### config.mk
export PLATFORM = sky130hd
export DESIGN_NAME = branch_resolve_queue
export DESIGN_NICKNAME = d
export VERILOG_FILES = /design/src/rtl/branch_resolve_queue.sv
export SDC_FILE = /design/constraint.sdc
export NUM_CORES = 1
export LEC_CHECK = 0
export BUFFER_PORTS_ARGS = -buffer_cell sky130_fd_sc_hd__buf_2
export CAP_MARGIN = 10
export CORE_MARGIN = 3
export CORE_UTILIZATION = 29
export DETAILED_ROUTE_END_ITERATION = 7
export SLEW_MARGIN = 20
export SYNTH_ARGS = -nofsm -noshare
export SYNTH_HDL_FRONTEND = slang
export SYNTH_SLANG_ARGS = --single-unit
### constraint.sdc
create_clock -name clk -period 2.98 [get_ports clk]
set_input_delay 0.149 -clock clk [delete_from_list [all_inputs] [get_ports clk]]
set_output_delay 0.149 -clock clk [all_outputs]
set_load 0.005 [all_outputs]
### src/rtl/branch_resolve_queue.sv
// In-order branch prediction/resolution pairing queue driving the history-table update port.
// Update/mispredict registered one cycle after resolve; pred_ready drops when full (from registered count only).
module branch_resolve_queue #(
   parameter int DEPTH = 4,
   parameter int IDX_W = 5,
   parameter int CNT_W = 16
) (
   input  logic                       clk,
   input  logic                       arst_n,
   input  logic                       pred_valid,
   input  logic [IDX_W-1:0]           pred_idx,
   input  logic                       pred_taken,
   output logic                       pred_ready,
   input  logic                       res_valid,
   input  logic                       res_taken,
   input  logic                       flush,
   output logic                       upd_valid,
   output logic [IDX_W-1:0]           upd_idx,
   output logic                       upd_taken,
   output logic                       mispredict,
   output logic [$clog2(DEPTH+1)-1:0] count,
   output logic [CNT_W-1:0]           mispredict_cnt,
   output logic                       res_error
);

   localparam int PTR_W = (DEPTH > 1) ? $clog2(DEPTH) : 1;
   localparam int CW    = $clog2(DEPTH+1);
   localparam logic [CW-1:0] FULL = CW'(DEPTH);

   typedef struct packed {
      logic [IDX_W-1:0] idx;
      logic             taken;
   } entry_t;

   entry_t             mem [DEPTH];
   logic [PTR_W-1:0]   wr_ptr;
   logic [PTR_W-1:0]   rd_ptr;
   logic [PTR_W-1:0]   rd_ptr_nxt;
   logic [CW-1:0]      count_nxt;
   entry_t             head;
   logic               pop;
   logic               mis;
   logic               squash;
   logic               push;

   assign pred_ready = (count != FULL);
   assign head       = mem[rd_ptr];
   assign pop        = res_valid && (count != '0);
   assign mis        = pop && (head.taken != res_taken);
   // A mispredict or flush makes anything fetched this cycle wrong-path.
   assign squash     = flush || mis;
   assign push       = pred_valid && pred_ready && !squash;
   assign rd_ptr_nxt = pop ? rd_ptr + PTR_W'(1) : rd_ptr;

   always_comb begin
      count_nxt = count;
      if (squash) begin
         count_nxt = '0;
      end else begin
         case ({push, pop})
            2'b10:   count_nxt = count + CW'(1);
            2'b01:   count_nxt = count - CW'(1);
            default: count_nxt = count;
         endcase
      end
   end

   always_ff @(posedge clk) begin
      if (push) begin
         mem[wr_ptr] <= '{idx: pred_idx, taken: pred_taken};
      end
   end

   always_ff @(posedge clk or negedge arst_n) begin
      if (!arst_n) begin
         wr_ptr         <= '0;
         rd_ptr         <= '0;
         count          <= '0;
         upd_valid      <= 1'b0;
         upd_idx        <= '0;
         upd_taken      <= 1'b0;
         mispredict     <= 1'b0;
         mispredict_cnt <= '0;
         res_error      <= 1'b0;
      end else begin
         rd_ptr     <= rd_ptr_nxt;
         count      <= count_nxt;
         upd_valid  <= pop;
         mispredict <= mis;
         if (squash) begin
            wr_ptr <= rd_ptr_nxt;
         end else if (push) begin
            wr_ptr <= wr_ptr + PTR_W'(1);
         end
         if (pop) begin
            upd_idx   <= head.idx;
            upd_taken <= res_taken;
         end
         if (mis && (mispredict_cnt != '1)) begin
            mispredict_cnt <= mispredict_cnt + CNT_W'(1);
         end
         if (res_valid && (count == '0)) begin
            res_error <= 1'b1;
         end
      end
   end

endmodule

==> qor.yml, run 1 <==
ant_nets: 0
clock_power_share_pct: 17.4
final_nets: 260
hold_path_startpoint: "pred_idx[1]"
max_stage_delay_ps: 510
cts_made_buffers: 5
multiInputGateArea_um2: 962
drt_wl_total_um: 4960
area_delta_synth_final_pct: 16.6
cts_sinks: 56
critPathMaxFanout: 10
async_flop_share_pct: 57.1
regArea_um2: 1520
grt_max_degree: 33
ys_ff_latch: 56
ys_warn_count: 0
status: "completed"
io_buffer_count: 40
yosys.area_share.simple_pct: 14.5
h-tree-depth: 2
synth_xor_area_share_pct: 7.59
drc_errors: 0
path_cells: "mux2i_1 > mux2i_1 > a21oi_2 > nor2_1 > a21oi_1 > fa_1 > mux2i_1 > xnor2_1 > nor2_1"
first_iter_violations: 60
final_cell_mix: "buf_2, dfrtp_1, nand2_1"
worstSetupPathType: "register to register"
worst_path_most_repeated_cell: "mux2i_1"
synthTopCellsByArea: "dfrtp_1, edfxtp_1, mux4_1, xnor2_1, nand2_1"
synth_fp_nets: 214
final_common_cell: "buf_2"
synthAdderAreaFrac_pct: 3.25
p_sw_share_pct: 33.9
synth_compound_area_share_pct: 3.94
fill_cells: 834
synth-edff-count: 24
worst_hold_path_type: "input pin to register"
finalCritPeriodShare_pct: 88.6
initial_core_util_pct: 30.4
io_pins: 41
grt_overflow: 0
cts_tree: "yes"
tightest_slew_ps: 731
synth_top_cell_area_share_pct: 31.5
peakVddDrop_mv: 0.229
grt_first_pass_wirelength_um: 8200
synthCells: 196
power.internal_mw: 1.49
crit_path_start_kind: "register"
cap_violations: 0
via_per_inst: 4.65
fp.dieH_um: 99.6
powerDensity_nw_per_um2: 763
diodes: 0
antenna_found_initial: 0
synth_area_um2: 2540
finalSetupViolCount: 0
endpoint_kind: "register"
yosysTopAreaCell: "dfrtp_1"
first_pass_iters: 4
die_w_um: 99.6
dp.cells: 339
comb_power_share_pct: 33.3
wire_per_inst_um: 14.2
clk_pin_slew_ps: 90
arrival_ps: 2830
ys_seq_area_share_pct: 59.9
timing.slew.headroom_pct: 51.3
critPathRequiredTime_ps: 3170
fin_cells: 348
insertion_delay_ps: 300
vias: 1618
avgSynthCellArea_um2: 13.0
r2r_start: "rd_ptr[1]"
dp_hpwl_um: 3680
grt_pass1_vias: 1585
dominantRegCellSynth: "dfrtp_1"
startpoint: "rd_ptr[1]"
grt_usage_pct: 10.5
drive_above_1_share_pct: 23.0
period_needed_ps: 2640
power.leakage_nw: 1.33
slew_viol_final: 0
clock_skew_ps: 13.6
cts_setup_buffers: 0
synth_top_family_by_area: "simple AND/OR/NAND/NOR gates"
switching_power_mw: 0.765
clockBufferDepth: 2
critPathSlowestCell: "dfrtp_2"
dieArea_um2: 9910
cts_root_buffer: "clkbuf_8"
synth_mux_area_share_pct: 8.58
fmax_mhz: 379
finalHoldViolCount: 0
fp-row-count: 33
core_um2: 8340
rsz0062_at_grt: "false"
setup_tns_ps: 0
p_seq_share_pct: 49.3
synth_cell_type_count: 40
place.gp.congestion: 0.700
-- layout make-up --
type | instances | share of cell area [%]
sequential | 56 | 51.5
multi-input combinational | 128 | 32.5
timing repair buffer | 44 | 7.86
clock inverter | 2 | 0.381
tap | 105 | 4.44
inverter | 7 | 0.888
clock buffer | 6 | 2.45
-- through the flow --
step | cell area (µm²) | hold slack (ps) | worst slack (ps) | total power, mW | utilization [%]
3_3_place_gp | 2860 | 259 | 317 | 1.88 | 34.3
2_1_floorplan | 2540 | -147 | 620 | 1.63 | -
5_1_grt | 2960 | 53.8 | 76.5 | 2.44 | 35.5
6_report | 2960 | 67.1 | 339 | 2.26 | 35.5
4_1_cts | 2960 | 58.7 | 195 | 2.29 | 35.5
3_5_place_dp | 2860 | 253 | 262 | 1.89 | 34.3
-- per-layer routing --
layer	wire, µm	vias to the layer above	track usage [%]
met2	2360	30	16.4
li1	-	787	-
met3	213	4	2.73
met5	0	-	0
met1	2350	797	14.5
met4	34	0	2.84
-- synthesized netlist by cell type (all sizes together) (3+ instances only) --
cell	n
xor2	7
xnor2	15
mux2i	6
a211oi	3
dfrtp	32
nand2	28
edfxtp	24
nand3	7
and3	6
buf	3
nor2	15
ha	5
mux4	5
inv	7
a21oi	4
nand4	5
-- power by group through the flow --
stage / registers (mW) / logic [mW] / clock network (mW)
6_report: 1.11 / 0.752 / 0.394
5_1_grt: 1.14 / 0.855 / 0.448
4_1_cts: 1.11 / 0.768 / 0.409
3_5_place_dp: 1.13 / 0.760 / 0
3_3_place_gp: 1.13 / 0.754 / 0
2_1_floorplan: 1.09 / 0.533 / 0
-- worst max-delay path: cells and delay by family (launching register included) --
kind,cells,cell delay [ps]
adders and majority gates,1,400
DFF,1,510
and+or+nand+nor,2,360
muxes,3,880
xor gates and xnor gates,1,130
AOI/OAI and AO/OA,2,250
-- repair_timing --
item | in CTS | in global routing
endpoints found under the hold margin | 32 | 0
setup endpoints to repair | 0 | 1
hold buffers | 1 | 0
gates resized for setup | 0 | 1
-- logic make-up (layout without fill, tap and decap cells) --
family,after synthesis,count (layout)
DFF,56,56
muxes,13,13
xor gates and xnor gates,22,22
AOI/OAI and AO/OA,13,13
and+or+nand+nor,74,74
buffers and inverters,12,59
adders and majority gates,6,6
-- worst paths after layout --
kind / end / slack (ps) / cells after the start
min in group asynchronous: mispredict_cnt[15] / 420 / 2
worst min-delay path: mem[1][2] / 70 / 1
worst min register to register: res_error / 460 / 1
max in group asynchronous: rd_ptr[1] / 2030 / 2
worst max-delay path: count[2] / 340 / 9
worst max register to register: count[2] / 340 / 9
-- flip-flops by register name, summed over array words and instances, names as in the netlist --
register,flops
count,3
mem,24
mispredict,1
mispredict_cnt,16
rd_ptr,2
res_error,1
upd_idx,5
upd_taken,1
upd_valid,1
wr_ptr,2
No activity file was read; power rests on OpenSTA's default activity.
==> inputs of run 2 (changes only) <==
CAP_MARGIN = 5   (was 10)
REMOVE_ABC_BUFFERS = 1   (was default)
TNS_END_PERCENT = 5   (was default)
==> qor.yml, run 2 (same netlist as run 1, synthesis figures left out) <==
final_common_cell: "buf_2"
grt_overflow: 0  # unchanged
ant_nets: 0  # unchanged
fmax_mhz: 397  # +4.8%
clk_pin_slew_ps: 100  # about the same
cts_made_buffers: 5  # unchanged
tightest_slew_ps: 753  # +22.2 ps
dp_hpwl_um: 3430  # -6.5%
worst_hold_path_type: "input pin to register"
setup_tns_ps: 0  # unchanged
dieArea_um2: 9910  # unchanged
dp.cells: 339  # unchanged
timing.slew.headroom_pct: 49.8  # -1.5 points
period_needed_ps: 2520  # -121 ps
clock_skew_ps: 10.7  # -2.89 ps
cap_violations: 0  # unchanged
clockBufferDepth: 2  # unchanged
io_pins: 41  # unchanged
diodes: 0  # unchanged
finalCritPeriodShare_pct: 84.6  # -4.0 points
fin_cells: 348  # unchanged
drt_wl_total_um: 4860  # -1.9%
reg_top3: "mem x24, mispredict_cnt x16, upd_idx x5"
grt_pass1_vias: 1595  # +0.63%
power_mw: 2.28  # +1.0%
peakVddDrop_mv: 0.309  # +35%
core_um2: 8340  # unchanged
worstSetupPathType: "register to register"
initial_core_util_pct: 30.4  # unchanged
cts_tree: "yes"
arrival_ps: 2730  # -100 ps
cts.repair.resized: 0  # unchanged
hold_path_startpoint: "pred_idx[3]"
insertion_delay_ps: 310  # about the same
crit_path_start_kind: "register"
min_path_cells: 1  # unchanged
via_per_inst: 4.54  # -2.3%
h-tree-depth: 2  # unchanged
rsz0062_at_grt: "false"
finalSetupViolCount: 0  # unchanged
final_nets: 260  # unchanged
final_util_pct: 35.6  # +0.12 points
critPathMaxFanout: 10  # unchanged
slew_viol_final: 0  # unchanged
endpoint_kind: "register"
first_iter_violations: 74  # +23%
drc_errors: 0  # unchanged
first_pass_iters: 4  # unchanged
regMostFlops: "mem"
r2r_start: "rd_ptr[1]"
largest_reg_flops: 24  # unchanged
antenna_found_initial: 0  # unchanged
status: "completed"
ff2ff_path_depth: 9  # unchanged
wire_per_inst_um: 14.0  # -1.9%
io_buffer_count: 40  # unchanged
die_w_um: 99.6  # unchanged
place.gp.congestion: 0.742  # +5.9%
cts_root_buffer: "clkbuf_8"
drive_above_1_share_pct: 23.9  # +0.82 points
critPathRequiredTime_ps: 3190  # +20 ps
powerDensity_nw_per_um2: 769  # +0.66%
startpoint: "rd_ptr[1]"
grt_usage_pct: 10.4  # -0.15 points
finalHoldViolCount: 0  # unchanged
fp.dieH_um: 99.6  # unchanged
final_cell_mix: "buf_2, dfrtp_1, nand2_1"
vias: 1581  # -2.3%
fp-row-count: 33  # unchanged
grt_first_pass_wirelength_um: 7990  # -2.6%
area_delta_synth_final_pct: 17.0
power.leakage_nw: 1.33  # +0.11%
cts_sinks: 56  # unchanged
grt_max_degree: 33  # unchanged
==> run 2: repair_timing <==
action,4_1_cts,5_1_grt
hold endpoints to repair,32,0
setup buffers,0,0
hold buffers,1,0
setup endpoints to repair,0,0
==> run 2: area by class of cell <==
| class | instances | area [µm²] |
|---|---|---|
| Timing Repair Buffer | 44 | 233 |
| Sequential cell | 56 | 1520 |
| Fill cell | 846 | 5370 |
| Tap cell | 105 | 131 |
| Inverter | 7 | 26.3 |
| Clock buffer | 5 | 68.8 |
| Clock inverter | 3 | 21.3 |
| Multi-Input combinational cell | 128 | 967 |
==> run 2: worst max-delay path, cell delays in order (launching register included) <==
cell	delay (ps)
dfrtp_1	590
mux2i_1	310
mux2i_1	290
a21oi_2	90
nor2_1	250
a21oi_1	130
fa_1	390
mux2i_1	180
xnor2_1	130
nor2_1	50
==> run 2: layer usage <==
layer	part of all wire, %	GRT usage [%]	wire [µm]
met5	0	0	0
met2	47	17.5	2290
met3	5.0	3.09	244
met4	0.82	3.15	40
met1	47	12.8	2290
==> run 2: per-stage QoR <==
stage	cell area, µm²	hold WS (ps)	setup slack (ps)
after floorplan	2510	-147	173
after global placement	2870	261	499
after detailed placement	2870	267	453
after CTS	2970	41.6	435
after global routing	2970	35.2	239
final	2970	50.1	459
==> run 2: power breakdown <==
part / internal (mW) / switching (mW) / total, mW
Sequential: 0.969 / 0.170 / 1.14
Clock: 0.167 / 0.249 / 0.416
Combinational: 0.356 / 0.371 / 0.727
==> run 2: worst paths after layout <==
kind | end | slack [ps]
setup reg to reg | count[2] | 460
hold / removal | mem[0][4] | 50
min in group asynchronous | mispredict_cnt[11] | 430
hold reg to reg | res_error | 470
max in group asynchronous | upd_idx[1] | 2060
setup / recovery | count[2] | 460
